[config.mk]
export PLATFORM = sky130hd
export DESIGN_NAME = flash_audio_streamer
export DESIGN_NICKNAME = d
export VERILOG_FILES = /design/src/rtl/flash_audio_streamer.sv
export SDC_FILE = /design/constraint.sdc
export NUM_CORES = 1
export LEC_CHECK = 0
export CORE_MARGIN = 3
export CORE_UTILIZATION = 65
export DETAILED_ROUTE_END_ITERATION = 16
export DONT_BUFFER_PORTS = 1
export PLACE_DENSITY = 0.86
export SLEW_MARGIN = 20
export SYNTH_ARGS = -nofsm -noshare
export SYNTH_HDL_FRONTEND = slang
export SYNTH_SLANG_ARGS = --single-unit
[constraint.sdc]
create_clock -name clock -period 2.8 [get_ports clock]
set_clock_uncertainty 0.15 [all_clocks]
set_input_delay 0.42 -clock clock [delete_from_list [all_inputs] [get_ports clock]]
set_output_delay 0.42 -clock clock [all_outputs]
set_load 0.05 [all_outputs]
[src/rtl/flash_audio_streamer.sv]
// Strobe-driven flash reader: fetches one 2*SAMPLE_W word per pair of samples and walks an address window.
// Define FLASH_STREAM_LOOP_EN to wrap at the window edges instead of stopping with at_end.
module flash_audio_streamer #(
  parameter int                ADDR_W     = 23,
  parameter int                SAMPLE_W   = 16,
  parameter logic [ADDR_W-1:0] START_ADDR = '0,
  parameter logic [ADDR_W-1:0] END_ADDR   = 23'h7FFFF
) (
  input  logic                    clock,
  input  logic                    reset_n,
  input  logic                    sample_strobe,
  input  logic                    pause,
  input  logic                    direction,
  input  logic                    restart,
  output logic                    flash_mem_read,
  output logic [ADDR_W-1:0]       flash_mem_address,
  output logic [2*SAMPLE_W/8-1:0] flash_mem_byteenable,
  input  logic                    flash_mem_waitrequest,
  input  logic [2*SAMPLE_W-1:0]   flash_mem_readdata,
  input  logic                    flash_mem_readdatavalid,
  output logic [SAMPLE_W-1:0]     sample_out,
  output logic                    sample_valid,
  output logic                    at_end,
  output logic                    underrun
);

  typedef enum logic [1:0] {IDLE, REQ, WAIT_DATA} state_t;

  state_t              r_state;
  logic [ADDR_W-1:0]   r_addr;
  logic [SAMPLE_W-1:0] r_sample;
  logic [SAMPLE_W-1:0] r_pendHalf;
  logic                r_read;
  logic                r_valid;
  logic                r_pending;
  logic                r_atEnd;
  logic                r_endDir;
  logic                r_underrun;
  logic                r_restartPend;

  logic                w_strobeLive;
  logic                w_accept;
  logic [ADDR_W-1:0]   w_restartAddr;
  logic [ADDR_W-1:0]   w_nextAddr;
  logic                w_hitEnd;
  logic [SAMPLE_W-1:0] w_lo;
  logic [SAMPLE_W-1:0] w_hi;

  assign w_strobeLive  = sample_strobe & ~pause;
  assign w_accept      = w_strobeLive & ~r_atEnd;
  assign w_restartAddr = direction ? START_ADDR : END_ADDR;
  assign w_lo          = flash_mem_readdata[SAMPLE_W-1:0];
  assign w_hi          = flash_mem_readdata[2*SAMPLE_W-1:SAMPLE_W];

  // Edges are detected by equality, so stepping off either end never relies on natural wrap.
  always_comb begin
    w_nextAddr = r_addr;
    w_hitEnd   = 1'b0;
    if (direction) begin
      if (r_addr == END_ADDR) begin
`ifdef FLASH_STREAM_LOOP_EN
        w_nextAddr = START_ADDR;
`else
        w_hitEnd   = 1'b1;
`endif
      end else begin
        w_nextAddr = r_addr + ADDR_W'(1);
      end
    end else begin
      if (r_addr == START_ADDR) begin
`ifdef FLASH_STREAM_LOOP_EN
        w_nextAddr = END_ADDR;
`else
        w_hitEnd   = 1'b1;
`endif
      end else begin
        w_nextAddr = r_addr - ADDR_W'(1);
      end
    end
  end

  always_ff @(posedge clock or negedge reset_n) begin
    if (!reset_n) begin
      r_state       <= IDLE;
      r_addr        <= START_ADDR;
      r_sample      <= '0;
      r_pendHalf    <= '0;
      r_read        <= 1'b0;
      r_valid       <= 1'b0;
      r_pending     <= 1'b0;
      r_atEnd       <= 1'b0;
      r_endDir      <= 1'b0;
      r_underrun    <= 1'b0;
      r_restartPend <= 1'b0;
    end else begin
      r_valid <= 1'b0;
      case (r_state)
        IDLE: begin
          if (restart) begin
            r_addr     <= w_restartAddr;
            r_pending  <= 1'b0;
            r_atEnd    <= 1'b0;
            r_underrun <= 1'b0;
          end else begin
            if (r_atEnd && (direction != r_endDir)) r_atEnd <= 1'b0;
            if (w_accept) begin
              if (r_pending) begin
                r_sample  <= r_pendHalf;
                r_valid   <= 1'b1;
                r_pending <= 1'b0;
                r_addr    <= w_nextAddr;
                if (w_hitEnd) begin
                  r_atEnd  <= 1'b1;
                  r_endDir <= direction;
                end
              end else begin
                r_read  <= 1'b1;
                r_state <= REQ;
              end
            end
          end
        end
        REQ: begin
          if (restart)      r_restartPend <= 1'b1;
          if (w_strobeLive) r_underrun    <= 1'b1;
          if (!flash_mem_waitrequest) begin
            r_read  <= 1'b0;
            r_state <= WAIT_DATA;
          end
        end
        WAIT_DATA: begin
          if (restart)      r_restartPend <= 1'b1;
          if (w_strobeLive) r_underrun    <= 1'b1;
          if (flash_mem_readdatavalid) begin
            r_state <= IDLE;
            // A restart requested during the fetch swallows the returned word.
            if (r_restartPend || restart) begin
              r_restartPend <= 1'b0;
              r_addr        <= w_restartAddr;
              r_pending     <= 1'b0;
              r_atEnd       <= 1'b0;
              r_underrun    <= 1'b0;
            end else begin
              r_sample   <= direction ? w_lo : w_hi;
              r_pendHalf <= direction ? w_hi : w_lo;
              r_pending  <= 1'b1;
              r_valid    <= 1'b1;
            end
          end
        end
        default: r_state <= IDLE;
      endcase
    end
  end

  assign flash_mem_read       = r_read;
  assign flash_mem_address    = r_addr;
  assign flash_mem_byteenable = '1;
  assign sample_out           = r_sample;
  assign sample_valid         = r_valid;
  assign at_end               = r_atEnd;
  assign underrun             = r_underrun;

endmodule

==> flow_metrics.tcl, run 1 <==
set metrics [dict create \
    cts_root_buf "clkbuf_8" \
    async_flop_share_pct 100.0 \
    die_y_um 89.30 \
    synthToLayoutAreaGrowth_pct 14.26 \
    dp_hpwl_um 8069 \
    r2r-end "flash_mem_address[15]" \
    layout-drive-gt1-share_pct 14.95 \
    mostFrequentLayoutCells "nand2_1 (76), dfrtp_1 (64), o21ai_0 (62)" \
    seqCellArea_um2 1602 \
    grt_pass1_wl_um 19420 \
    fillers 402 \
    synthCells 525 \
    relSlewSlack_pct 30.21 \
    whs_ps 23.08 \
    drc 0 \
    vias 4214 \
    io_buffers 0 \
    max_freq_mhz 363.5 \
    gp_congestion 0.9015 \
    maxCapViolCount 0 \
    hold_path.startpoint "flash_mem_readdatavalid" \
    synth_warnings 0 \
    cts_buffers 9 \
    core_area_um2 6531 \
    hold_path_class "input pin to register" \
    critPathRequiredTime_ps 2870 \
    crit_path_start_kind "register" \
    multi_input_area_um2 2844 \
    synth_cell_type_count 57 \
    total_power_mw 7.104 \
    end_kind "register" \
    cp_max_fo 3 \
    io_pins 87 \
    nets 615 \
    slew_violations 0 \
    h-tree-depth 3 \
    syn_avg_cell_area_um2 8.592 \
    period_minus_slack_ps 2751 \
    critical_path_class "register to register" \
    synth-seq-area-share_pct 35.51 \
    grt_start_max_net_pins 65 \
    clkLatencyLatePin_ps 350 \
    layout_commonest_cell "nand2_1" \
    postRouteAntennaNets 0 \
    power.leakage_nw 2.322 \
    wl_per_cell_um 19.09 \
    cts.sinks 64 \
    clk_pin_slew_ps 80 \
    hold_path_depth 1 \
    synth_edf_count 0 \
    synth-seq-cells 64 \
    drt_iter0_drc 397 \
    num_antenna_cells 0 \
    track_usage_pct 31.43 \
    via_per_inst 6.668 \
    fin_crit_sh_pct 98.25 \
    grt_pass1_vias 4193 \
    hold_violations 0 \
    dieArea_um2 7974 \
    totalWireLength_um 12060 \
    status "complete, no violations" \
    mappedNetlistArea_um2 4511 \
    clock_tree.buffer_depth 2 \
    r2r_slack_ps 50 \
    fin_util_pct 78.91 \
    worstReg2RegStart "flash_mem_address[1]" \
    ys.flop_type "dfrtp_1" \
    dr.pass1.iters 5 \
    reg2reg_depth 9 \
    arrival_ps 2820 \
    overflow 0 \
    initial_core_util_pct 69.06 \
    power_density_nw_per_um2 1378 \
    num_rows 29 \
    die_x_um 89.30 \
    ir_drop_v 0.0008119 \
    tightest_slew_ps 1047 \
    antenna_found_initial 0 \
    setup_viol_count_final 0 \
    cts_setup_buffers 0 \
    min_to "r_restartPend" \
    tritoncts "done" \
]
## worst max-delay path, cell delays in order (launching register included)
cell	delay, ps
dfrtp_1	400
buf_4	160
ha_4	240
a211oi_2	330
nor2_2	100
a2111oi_4	480
nor3_2	100
a2111oi_4	350
xor2_1	200
o211ai_1	120
## power by group
group | internal [mW] | leakage (nW) | total, mW | switching, mW
Clock | 0.510 | 0.110 | 0.919 | 0.409
Sequential | 1.35 | 0.813 | 2.17 | 0.819
Combinational | 1.51 | 1.40 | 4.01 | 2.50
Total | 3.37 | 2.32 | 7.10 | 3.73
## through the flow
step           std cells  area (um2)  setup WS, ps  TNS (ps)
2_1_floorplan        528        4652        -509.0     -5416
3_3_place_gp         614        4877         130.9         0
3_5_place_dp         614        4877         22.85         0
4_1_cts              632        5141         107.5         0
5_1_grt              632        5154        -75.95    -112.2
6_report             632        5154         48.96         0
## routing by layer
layer	global-route usage [%]	share of wire (%)
met1	38.35	40
met2	53.92	50
met3	6.820	7.2
met4	12.72	3.2
met5	0	0
## area by class of cell
type                    count  share of cell area, %
multi-input cells         426                  55.18
flip-flops and latches     64                  31.08
repair buffers             40                  6.749
clock buffers               9                  2.404
clock inverters             7                  1.991
well taps                  77                  1.869
inverters                   9                 0.7283
## worst max path at each step
stage                            end                 start
3_5_place_dp   flash_mem_address[15]             direction
3_3_place_gp   flash_mem_address[20]             direction
6_report       flash_mem_address[15]  flash_mem_address[1]
5_1_grt        flash_mem_address[15]  flash_mem_address[1]
4_1_cts        flash_mem_address[20]  flash_mem_address[0]
2_1_floorplan   flash_mem_address[7]             direction
## repair_timing
action	in CTS	in global routing
hold buffers	2	0
resized for setup	0	2
endpoints found under the hold margin	64	0
endpoints found under the setup margin	0	1
## registers in the layout (all words and copies together) (netlist names)
register and flops:
sample_valid 1, at_end 1, sample_out 16, r_pending 1
r_state 2, underrun 1, flash_mem_address 23, flash_mem_read 1
r_restartPend 1, r_pendHalf 16, r_endDir 1
## Yosys cell counts (all sizes together) (4+ instances only)
cell type,count,area [um2]
nand2,76,285.3
or4,7,56.30
nand2b,9,56.30
nand3,11,55.05
nand4,6,37.54
mux2i,33,330.3
nor3b,6,45.04
inv,9,33.78
ha,24,300.3
o211ai,7,57.55
buf,14,87.58
o21ai,70,361.6
and3,5,31.28
xor2,6,52.55
nor3,14,75.07
a211oi,4,40.03
xnor2,4,35.03
nor2,37,138.9
clkbuf,15,57.55
a21oi,40,200.2
a31oi,6,37.54
a21o,13,97.59
dfrtp,64,1602
o21a,5,37.54
o31ai,4,30.03
or3,4,25.02
## cells by family after synthesis
logic type / after synthesis / synth area share [%]
AOI/OAI and AO/OA: 165 / 23.19
DFF: 64 / 35.51
buffers and inverters: 38 / 3.966
xor gates and xnor gates: 10 / 1.942
other: 1 / 0.08314
muxes: 36 / 8.072
adders and majority gates: 25 / 7.101
and+or+nand+nor: 186 / 20.14
(Power assumes the default switching activity.)
==> inputs of run 2 (changes only) <==
Settings changed: CORE_UTILIZATION 65 to 34, PLACE_DENSITY 0.86 to 0.53.
==> flow_metrics.tcl, run 2 (same netlist as run 1, synthesis figures left out) <==
set metrics [dict create \
    pwr-share-seq_pct 29.4 \
    synthToLayoutAreaGrowth_pct 20.86 \
    tritoncts "done" \
    switchingPower_mw 3.670 \
    totalWireLength_um 11880 \
    dr.pass1.iters 4 \
    via_per_inst 5.241 \
    cts_buffers 9 \
    reg2reg_depth 9 \
    grt_pass1_wl_um 19810 \
    grt_start_max_net_pins 65 \
    antenna_found_initial 0 \
    layout-drive-gt1-share_pct 16.78 \
    cts_setup_buffers 0 \
    wl_met2_um 5525 \
    maxCapViolCount 0 \
    fin_cells 738 \
    power_density_nw_per_um2 1356 \
    num_rows 41 \
    top_layer_used "met4" \
    wl_per_cell_um 16.10 \
    hold_path_class "input pin to register" \
    rsz0062_at_grt "no" \
    postRouteAntennaNets 0 \
    largest_reg_flops 23 \
    fin_area_um2 5451 \
    total_power_mw 7.393 \
    grt_pass1_vias 3966 \
    io_pins 87 \
    post_dp_cell_area_um2 5079 \
    cp_max_fo 35 \
    clkLatencyLatePin_ps 340 \
    end_kind "register" \
    tightest_slew_ps 984.3 \
    track_usage_pct 17.08 \
    max_freq_mhz 383.5 \
    drc 0 \
    core_area_um2 12770 \
    gp_congestion 0.8452 \
    clock_tree.buffer_depth 2 \
    layout_commonest_cell "nand2_1" \
    initial_core_util_pct 35.31 \
    power_frac_clock_pct 17.0 \
    p_int_mw 3.723 \
    hold_violations 0 \
    power.leakage_nw 2.420 \
    drt-met1-wl_um 5279 \
    io_buffers 0 \
    critical_path_class "register to register" \
    h-tree-depth 3 \
    nets 626 \
    critPathRequiredTime_ps 2870 \
    p_sw_share_pct 49.65 \
    period_minus_slack_ps 2608 \
    dp_hpwl_um 8691 \
    cts.sinks 64 \
    hold_path_depth 1 \
    num_antenna_cells 0 \
    pwr-share-comb_pct 53.5 \
    vias 3868 \
    mostFrequentLayoutCells "nand2_1 (76), dfrtp_1 (63), o21ai_0 (62)" \
    arrival_ps 2680 \
    relSlewSlack_pct 34.36 \
    clk_pin_slew_ps 60 \
    cts_root_buf "clkbuf_16" \
    slew_violations 0 \
    setup_viol_count_final 0 \
    met3_length_um 788 \
    dieArea_um2 14680 \
    drt_iter0_drc 183 \
    ir_drop_v 0.0004874 \
    crit_path_start_kind "register" \
    die_x_um 121.2 \
    status "complete, no violations" \
    overflow 0 \
    dp.cells 720 \
    die_y_um 121.2 \
    fin_crit_sh_pct 93.13 \
]
-- run 2: routing by layer --
metal	vias to the layer above	GRT usage [%]
met5	-	0
met4	0	7.283
met3	21	5.734
met2	80	27.37
met1	1784	20.99
li1	1983	-
-- run 2: layout make-up --
class / count / area [um2]
inverter: 9 / 37.54
timing repair buffer: 51 / 430.4
sequential: 64 / 1603
clock buffer: 9 / 225.2
tap: 172 / 215.2
multi-input combinational: 426 / 2838
fill: 1274 / 7322
clock inverter: 7 / 102.6
-- run 2: what timing repair did --
| action | CTS | global route |
|---|---|---|
| gates resized for setup | 0 | 3 |
| hold buffers | 2 | 0 |
| endpoints found under the hold margin | 64 | 0 |
| endpoints found under the setup margin | 0 | 2 |
-- run 2: power by group through the flow --
stage / logic [mW] / registers [mW] / clock network, mW
global placement: 3.89 / 2.20 / 0
finish: 3.96 / 2.18 / 1.26
CTS: 3.98 / 2.18 / 1.29
global route: 4.41 / 2.24 / 1.34
floorplan: 2.40 / 2.65 / 0
detailed placement: 3.94 / 2.20 / 0
-- run 2: final timing paths --
| check | from | end | slack (ps) |
|---|---|---|---|
| hold reg to reg | r_pending | r_pending | 360 |
| setup / recovery | flash_mem_address[1] | flash_mem_address[22] | 190 |
| max in group asynchronous | reset_n | flash_mem_address[1] | 1700 |
| min in group asynchronous | reset_n | flash_mem_address[20] | 540 |
| setup reg to reg | flash_mem_address[1] | flash_mem_address[22] | 190 |
| hold / removal | flash_mem_readdatavalid | r_restartPend | 30 |
-- run 2: worst max-delay path: stages, from the launching register on --
cell      delay, ps
dfrtp_2         440
buf_4           160
or4_1           580
nor4_4          330
a221oi_2        120
o21ai_4         240
buf_12          210
nor3_1           70
o31ai_1          70
nand3_1         100
-- run 2: through the flow --
stage	utilization (%)	hold WS (ps)	TNS, ps	setup slack, ps
after floorplan	-	-25.59	-5416	-509.0
after global placement	39.76	-23.22	-2.699	-2.699
after detailed placement	39.76	-23.13	-186.8	-102.4
after CTS	42.62	18.94	0	126.8
after global routing	42.68	25.90	0	11.49
final	42.68	30.07	0	192.3
==> inputs of run 3 (changes only) <==
Settings changed: PLACE_DENSITY 0.53 to unset, RECOVER_POWER set to 25.
Clock period 2.8 ns to 2.7 ns, I/O delays scaled along.
==> flow_metrics.tcl, run 3 (same netlist as run 1, synthesis figures left out) <==
set metrics [dict create \
    io_pins 87 \
    mostFrequentLayoutCells "nand2_1 (76), dfrtp_1 (64), o21ai_0 (62)" \
    crit_path_start_kind "register" \
    whs_ps 72.95 \
    cp_max_fo 3 \
    track_usage_pct 16.94 \
    critPathRequiredTime_ps 2770 \
    tritoncts "done" \
    clkLatencyLatePin_ps 340 \
    clk_pin_slew_ps 60 \
    status "complete, but fails checks" \
    fin_crit_sh_pct 95.06 \
    nets 633 \
    cts_root_buf "clkbuf_16" \
    power.leakage_nw 2.439 \
    wl_per_cell_um 16.27 \
    setup_viol_count_final 0 \
    initial_core_util_pct 35.31 \
    dieArea_um2 14680 \
    totalWireLength_um 12120 \
    vias 4007 \
    layout_commonest_cell "nand2_1" \
    hold_path.startpoint "flash_mem_waitrequest" \
    num_antenna_cells 0 \
    layout-drive-gt1-share_pct 17.80 \
    largest_reg_flops 23 \
    synthToLayoutAreaGrowth_pct 21.47 \
    clock_tree.buffer_depth 2 \
    critical_path_class "register to register" \
    grt_pass1_vias 3893 \
    io_buffers 0 \
    end_kind "register" \
    cp_cell_sequence "buf_4, ha_4, a211oi_2, o21bai_1, a21oi_2, nor2b_1, o21ai_1, mux2_2, o41a_1" \
    startpoint "flash_mem_address[1]" \
    h-tree-depth 3 \
    die_y_um 121.2 \
    ir_drop_v 0.0006778 \
    maxCapViolCount 1 \
    dp_hpwl_um 8901 \
    cts_buffers 9 \
    total_power_mw 7.681 \
    core_area_um2 12770 \
    violations "capacitance limit, slew limit" \
    relSlewSlack_pct -12.27 \
    max_freq_mhz 389.6 \
    hold_path_class "input pin to register" \
    via_per_inst 5.379 \
    grt_start_max_net_pins 65 \
    critical_path.max_stage_delay_ps 400 \
    postRouteAntennaNets 0 \
    power_density_nw_per_um2 1402 \
    hold_violations 0 \
    antenna_found_initial 0 \
    slew_violations 65 \
    critPathSlowestCell "dfrtp_1" \
    cts.sinks 64 \
    num_rows 41 \
    drt_iter0_drc 181 \
    gp_congestion 0.8797 \
    grt_pass1_wl_um 19880 \
    tightest_slew_ps 1684 \
    dr.pass1.iters 4 \
    arrival_ps 2640 \
    drc 0 \
    worstReg2RegStart "flash_mem_address[1]" \
    die_x_um 121.2 \
    overflow 0 \
    period_minus_slack_ps 2567 \
]
run 3: worst max-delay path, delay by kind of cell (launching register included):
family                   cells  cell delay [ps]
AND/OR/NAND/NOR              1               60
multiplexers                 1              350
adder cells (fa/ha/maj)      1              240
AO/OA/AOI/OAI                5             1090
flip-flops                   1              400
buffers and inverters        1              170
run 3: what timing repair did:
item                                   in CTS  in global routing
hold buffers                                3                  0
setup buffers                               0                  1
endpoints found under the hold margin      65                  0
resized for setup                           0                  5
setup endpoints to repair                   0                  8
run 3: power by group:
part	switching, mW	leakage (nW)	internal (mW)
clock network	0.486	0.143	0.724
logic	2.53	1.48	1.69
registers	0.849	0.813	1.40
total	3.87	2.44	3.81
run 3: final timing paths:
check,end,slack [ps],depth (start not counted)
worst max register to register,flash_mem_address[7],130,9
worst max-delay path,flash_mem_address[7],130,9
worst min-delay path,flash_mem_read,70,2
max in group asynchronous,r_pendHalf[6],490,2
worst min register to register,r_pendHalf[4],370,2
min in group asynchronous,flash_mem_address[17],900,2
run 3: layer usage:
| metal | up-vias | global-route usage (%) | part of all wire, % | wire length, um |
|---|---|---|---|---|
| met2 | 121 | 26.26 | 45 | 5447 |
| met3 | 28 | 5.128 | 7.2 | 876 |
| met4 | 0 | 6.513 | 2.6 | 318 |
| li1 | 1988 | - | - | - |
| met1 | 1870 | 22.25 | 45 | 5475 |
| met5 | - | 0 | 0 | 0 |
run 3: final cells by class:
class,instances,area (um2)
Fill cell,1235,7295
Timing Repair Buffer,58,462.9
Sequential cell,64,1602
Clock buffer,9,225.2
Clock inverter,7,80.08
Tap cell,172,215.2
Inverter,9,37.54
Multi-Input combinational cell,426,2856
run 3: metrics by stage:
step / std cells / TNS (ps) / cell area (um2) / utilization (%) / setup WS, ps
after floorplan: 528 / -6815 / 4652 / - / -594.0
after global placement: 725 / -199.0 / 5116 / 40.05 / -66.09
after detailed placement: 725 / -533.8 / 5116 / 40.05 / -170.0
after CTS: 744 / 0 / 5469 / 42.82 / 71.66
after global routing: 745 / -1.046 / 5479 / 42.89 / -1.046
final: 745 / 0 / 5479 / 42.89 / 133.3
